--- src/rtl/conv_viterbi_pkg.sv ---
// Shared constants and branch-symbol helpers for the K=4 rate-1/2 convolutional codec.
package conv_viterbi_pkg;

  localparam int NUM_STATES = 8;
  localparam int K = 4;
  localparam logic [3:0] G1 = 4'b1111;
  localparam logic [3:0] G0 = 4'b1011;

  // Tap window ordered {u, s0, s1, s2}, newest bit first, to line up with the generators.
  function automatic logic [1:0] expected_symbol(input logic [2:0] state, input logic u);
    logic [3:0] w;
    w = {u, state[0], state[1], state[2]};
    return {^(w & G1), ^(w & G0)};
  endfunction

  function automatic logic [1:0] hamming2(input logic [1:0] a, input logic [1:0] b);
    logic [1:0] x;
    x = a ^ b;
    return {x[1] & x[0], x[1] ^ x[0]};
  endfunction

endpackage

--- src/rtl/conv_encoder_k4.sv ---
// Registered K=4 rate-1/2 convolutional encoder; one symbol per enabled cycle.
module conv_encoder_k4
  import conv_viterbi_pkg::*;
(
  input  logic       clk,
  input  logic       rst,
  input  logic       enable_i,
  input  logic       d_i,
  output logic       valid_o,
  output logic [1:0] d_o
);

  logic [2:0] state_q, state_d;
  logic [1:0] sym_q, sym_d;
  logic       valid_q, valid_d;

  always_comb begin
    state_d = state_q;
    sym_d   = sym_q;
    valid_d = 1'b0;
    if (enable_i) begin
      sym_d   = expected_symbol(state_q, d_i);
      state_d = {state_q[1:0], d_i};
      valid_d = 1'b1;
    end
  end

  always_ff @(posedge clk or negedge rst) begin
    if (!rst) begin
      state_q <= '0;
      sym_q   <= '0;
      valid_q <= 1'b0;
    end else begin
      state_q <= state_d;
      sym_q   <= sym_d;
      valid_q <= valid_d;
    end
  end

  assign valid_o = valid_q;
  assign d_o     = sym_q;

endmodule

--- src/rtl/conv_viterbi_codec.sv ---
// Convolutional encoder plus hard-decision register-exchange Viterbi decoder.
// Optional error counter output enabled by defining VITERBI_ERRCNT_EN.
module conv_viterbi_codec
  import conv_viterbi_pkg::*;
#(
  parameter int TB_LEN = 24,
  parameter int PM_W   = 6
) (
  input  logic       clk,
  input  logic       rst,
  input  logic       enc_enable_i,
  input  logic       enc_d_i,
  output logic       enc_valid_o,
  output logic [1:0] enc_d_o,
  input  logic       dec_enable_i,
  input  logic [1:0] dec_d_i,
  output logic       dec_d_o,
  output logic       dec_valid_o
`ifdef VITERBI_ERRCNT_EN
  ,
  output logic [15:0] dec_errcnt_o
`endif
);

  localparam int CNT_W = $clog2(TB_LEN + 1);
  localparam logic [CNT_W-1:0] CNT_MAX = CNT_W'(TB_LEN);
  // Non-zero start states are penalised so decoding assumes the encoder starts in state 0.
  localparam logic [PM_W-1:0] PM_INIT = {2'b01, {(PM_W-2){1'b0}}};

  function automatic logic [PM_W-1:0] sat_add(input logic [PM_W-1:0] a, input logic [1:0] b);
    logic [PM_W:0] s;
    s = {1'b0, a} + (PM_W+1)'(b);
    return s[PM_W] ? '1 : s[PM_W-1:0];
  endfunction

  conv_encoder_k4 u_enc (
    .clk      (clk),
    .rst      (rst),
    .enable_i (enc_enable_i),
    .d_i      (enc_d_i),
    .valid_o  (enc_valid_o),
    .d_o      (enc_d_o)
  );

  logic [PM_W-1:0]   pm_q   [NUM_STATES];
  logic [PM_W-1:0]   pm_d   [NUM_STATES];
  logic [PM_W-1:0]   cand0  [NUM_STATES];
  logic [PM_W-1:0]   cand1  [NUM_STATES];
  logic [PM_W-1:0]   acs_pm [NUM_STATES];
  logic [TB_LEN-1:0] surv_q   [NUM_STATES];
  logic [TB_LEN-1:0] surv_d   [NUM_STATES];
  logic [TB_LEN-1:0] acs_surv [NUM_STATES];
  logic [PM_W-1:0]   min_pm;
  logic [2:0]        best;
  logic              dec_d_q, dec_d_d;
  logic [CNT_W-1:0]  cnt_q, cnt_d;

  // Predecessors of ns are ns>>1 (b=0) and (ns>>1)+4 (b=1); input bit is ns[0].
  always_comb begin
    for (int ns = 0; ns < NUM_STATES; ns++) begin
      cand0[ns] = sat_add(pm_q[ns >> 1],
                          hamming2(dec_d_i, expected_symbol(3'(ns >> 1), 1'(ns & 1))));
      cand1[ns] = sat_add(pm_q[(ns >> 1) + 4],
                          hamming2(dec_d_i, expected_symbol(3'((ns >> 1) + 4), 1'(ns & 1))));
      if (cand1[ns] < cand0[ns]) begin
        acs_pm[ns]   = cand1[ns];
        acs_surv[ns] = {surv_q[(ns >> 1) + 4][TB_LEN-2:0], 1'(ns & 1)};
      end else begin
        acs_pm[ns]   = cand0[ns];
        acs_surv[ns] = {surv_q[ns >> 1][TB_LEN-2:0], 1'(ns & 1)};
      end
    end
    min_pm = acs_pm[0];
    best   = '0;
    for (int s = 1; s < NUM_STATES; s++) begin
      if (acs_pm[s] < min_pm) begin
        min_pm = acs_pm[s];
        best   = 3'(s);
      end
    end
  end

  always_comb begin
    pm_d    = pm_q;
    surv_d  = surv_q;
    dec_d_d = dec_d_q;
    cnt_d   = cnt_q;
    if (dec_enable_i) begin
      for (int s = 0; s < NUM_STATES; s++) begin
        pm_d[s] = acs_pm[s] - min_pm;
      end
      surv_d  = acs_surv;
      dec_d_d = acs_surv[best][TB_LEN-1];
      if (cnt_q != CNT_MAX) cnt_d = cnt_q + CNT_W'(1);
    end
  end

  always_ff @(posedge clk or negedge rst) begin
    if (!rst) begin
      for (int i = 0; i < NUM_STATES; i++) begin
        pm_q[i]   <= (i == 0) ? '0 : PM_INIT;
        surv_q[i] <= '0;
      end
      dec_d_q <= 1'b0;
      cnt_q   <= '0;
    end else begin
      pm_q    <= pm_d;
      surv_q  <= surv_d;
      dec_d_q <= dec_d_d;
      cnt_q   <= cnt_d;
    end
  end

  assign dec_d_o     = dec_d_q;
  assign dec_valid_o = (cnt_q == CNT_MAX);

`ifdef VITERBI_ERRCNT_EN
  logic [15:0] errcnt_q, errcnt_d;
  logic [16:0] errcnt_sum;

  // The pre-normalisation minimum is exactly the cost added to the best path this symbol.
  always_comb begin
    errcnt_sum = {1'b0, errcnt_q} + 17'(min_pm);
    errcnt_d   = errcnt_q;
    if (dec_enable_i) errcnt_d = errcnt_sum[16] ? 16'hFFFF : errcnt_sum[15:0];
  end

  always_ff @(posedge clk or negedge rst) begin
    if (!rst) errcnt_q <= '0;
    else      errcnt_q <= errcnt_d;
  end

  assign dec_errcnt_o = errcnt_q;
`endif

endmodule

--- config.mk ---
export PLATFORM = sky130hd
export DESIGN_NAME = conv_viterbi_codec
export DESIGN_NICKNAME = d
export VERILOG_FILES = /design/src/rtl/conv_viterbi_pkg.sv /design/src/rtl/conv_encoder_k4.sv /design/src/rtl/conv_viterbi_codec.sv
export SDC_FILE = /design/constraint.sdc
export NUM_CORES = 1
export LEC_CHECK = 0
export CORE_UTILIZATION = 59
export DETAILED_ROUTE_END_ITERATION = 8
export PLACE_DENSITY_LB_ADDON = 0.2
export SKIP_LAST_GASP = 1
export SLEW_MARGIN = 0
export SYNTH_ARGS = -nofsm -noshare
export SYNTH_HDL_FRONTEND = slang
export SYNTH_SLANG_ARGS = --single-unit
export TNS_END_PERCENT = 20
--- constraint.sdc ---
create_clock -name clk -period 13.7 [get_ports clk]
set_input_delay 2.055 -clock clk [delete_from_list [all_inputs] [get_ports clk]]
set_output_delay 2.055 -clock clk [all_outputs]
set_load 0.05 [all_outputs]
==> flow_metrics.env <==
export IMPL_synth_main_ff_cell="dfrtp_1"
export IMPL_mostFrequentLayoutCells="367 x buf_4, 272 x nor2_1, 222 x dfrtp_1"
export IMPL_clkSlewWorstSetupHoldPaths_ns=0.06
export IMPL_cp_slowest_cell="o41a_1"
export IMPL_maxCapViolations=0
export IMPL_finalCritPeriodShare=1.09
export IMPL_use_met1=0.471
export IMPL_grt_total_usage=0.346
export IMPL_clkSinkCount=229
export IMPL_yosysSeqAreaShare=0.322
export IMPL_met3_usage=0.0288
export IMPL_synth_edf_count=0
export IMPL_numPlacedInstances=2711
export IMPL_postSynth_asyncResetShare=1.00
export IMPL_overflow=0
export IMPL_maxSlewViolCount=0
export IMPL_syn_area_per_cell_um2=8.53
export IMPL_syn_to_final_growth_pct=30.0
export IMPL_setup_viol=49
export IMPL_fp_dieW_um=176
export IMPL_ctsRootBufferMaster="clkbuf_16"
export IMPL_rr_startpoint="pm_q[18]"
export IMPL_diodes=0
export IMPL_fin_worst_skew_ns=0.0184
export IMPL_outcome="finished, violations left"
export IMPL_die_area_um2=30900
export IMPL_n_fill_cell=2034
export IMPL_grt_pass1_wl_um=85300
export IMPL_worst_pin_slew_ns=1.02
export IMPL_grt_pass1_vias=16500
export IMPL_cts_tree="built"
export IMPL_yosysWarnings=0
export IMPL_detail_route_antenna_nets=0
export IMPL_ys_ff_latch=229
export IMPL_die_h_um=176
export IMPL_layout_min_cycle_time_ns=14.99
export IMPL_hold_violations=0
export IMPL_fin_cells=2814
export IMPL_io_pins=12
export IMPL_first_iter_violations=1408
export IMPL_post_route_cell_area_um2=23200
export IMPL_globalplace_congestion=0.992
export IMPL_critPathCaptureType="register"
export IMPL_row_count=63
export IMPL_syn_area_um2=17800
export IMPL_wl_um=54700
export IMPL_via_count=17200
export IMPL_worst_path_max_fanout=6
export IMPL_vias_per_cell=6.10
export IMPL_worst_slack_ns=-1.29
export IMPL_place_area_um2=21000
export IMPL_startpoint_type="input pin"
export IMPL_multiInputGateArea_um2=12500
export IMPL_hp_start="surv_q[0]"
export IMPL_timing_hold_ws_ns=0.469
export IMPL_hpwl_um=39100
export IMPL_drive_gt1_frac=0.291
export IMPL_antenna_found_initial=0
export IMPL_syn_num_nets=2215
export IMPL_critPathKind="input pin to register"
export IMPL_dr_pass1_iters=7
export IMPL_numCtsBuffers=26
export IMPL_busiest_layer="met2"
export IMPL_grt_max_degree=241
export IMPL_cts_max_level=1
export IMPL_clockBufferDepth=3
export IMPL_worst_path_largest_cell_delay_ns=0.47
export IMPL_hold_path_class="register to register"
export IMPL_syn_inst=2090
export IMPL_preCtsSetupSlack_ns=-2.67
export IMPL_design_core_area_um2=29600
export IMPL_wl_per_cell_um=19.4
export IMPL_synth_distinct_cells=104
export IMPL_crit_top_cell="ha_4"
export IMPL_worst_skew_pair_late_latency_ns=0.56
export IMPL_start_util=0.601
export IMPL_port_buffers=11
export IMPL_rsz0062_at_grt="true"
export IMPL_seq_area_um2=5740
export IMPL_max_slew_margin_rel=0.299
export IMPL_final_common_cell="buf_4"
export IMPL_grtUsageMet2=0.584
export IMPL_fin_nets=2530
export IMPL_critPathArrivalTime_ns=15.46
export IMPL_drc=0
export IMPL_required_ns=14.17
export IMPL_max_freq_ghz=0.0667
export IMPL_violations="negative setup slack"
export IMPL_crit_start="dec_d_i[0]"
final timing paths:
path                          endpoint  slack, ns  cells after the start
max                           pm_q[40]      -1.29                     73
min                          surv_q[0]       0.47                      1
max reg2reg                   pm_q[40]       0.14                     71
min reg2reg                  surv_q[0]       0.47                      1
max in group asynchronous  surv_q[102]      10.75                      2
min in group asynchronous   surv_q[74]       1.55                      1
through the flow:
stage | TNS, ns | util
after floorplan | -66.93 | -
after global placement | -88.97 | 0.707
after detailed placement | -108.19 | 0.707
after CTS | -52.55 | 0.751
after global routing | -72.04 | 0.781
final | -45.16 | 0.781
cell type report:
cell class                 instances  area share
multi-input combinational       1656       0.542
clock buffer                      33      0.0318
tap                              390      0.0211
clock inverter                    14     0.00702
timing repair buffer             394       0.134
sequential                       229       0.248
inverter                          98      0.0164
synth_stat cells, types with 22 or more instances:
| master | n | area (µm²) |
|---|---|---|
| a21oi_1 | 204 | 1020 |
| a31oi_1 | 58 | 363 |
| clkbuf_1 | 81 | 304 |
| nand2_1 | 199 | 747 |
| nor2b_1 | 22 | 138 |
| ha_1 | 110 | 1380 |
| inv_1 | 95 | 357 |
| nand2b_1 | 22 | 138 |
| nand3_1 | 34 | 170 |
| mux2_2 | 33 | 372 |
| o21ai_0 | 77 | 385 |
| nor2_1 | 284 | 1070 |
| xnor2_1 | 82 | 718 |
| dfrtp_1 | 222 | 5560 |
| mux2i_1 | 164 | 1640 |
logic make-up after synthesis:
logic type,Yosys count,share of synthesized area
fa+ha+maj,141,0.0998
simple gates,664,0.164
buf+inv,205,0.0458
compound gates,548,0.202
xor+xnor,103,0.0510
mux,200,0.116
flops,229,0.322
worst max-delay path, delay by kind of cell:
family	cells	cell delay [ns]
AO/OA/AOI/OAI	34	6.46
XOR/XNOR	1	0.13
adder cells (fa/ha/maj)	16	3.99
buffers and inverters	7	0.56
multiplexers	4	1.14
AND/OR/NAND/NOR	11	1.06
flip-flops by register name (all words and copies together) (netlist names):
register / cells
pm_q: 48
dec_d_o: 1
u_enc.d_o: 2
cnt_q: 5
u_enc.valid_o: 1
surv_q: 169
u_enc.state_q: 3
timing repair:
item                       4_1_cts  5_1_grt
buffers inserted                27       31
setup endpoints to repair       49       49
hold buffers                     0        0
resized for setup               37      135
pin swaps                       32       91
metal layers:
metal	vias up	wire, µm
li1	8100	-
met1	8398	23800
met2	557	26100
met3	124	2880
met4	0	1910
met5	-	0
Power is left out: the tool's default activity adds up to more than one toggle a clock period on the data nets, which glitch-free logic cannot reach.
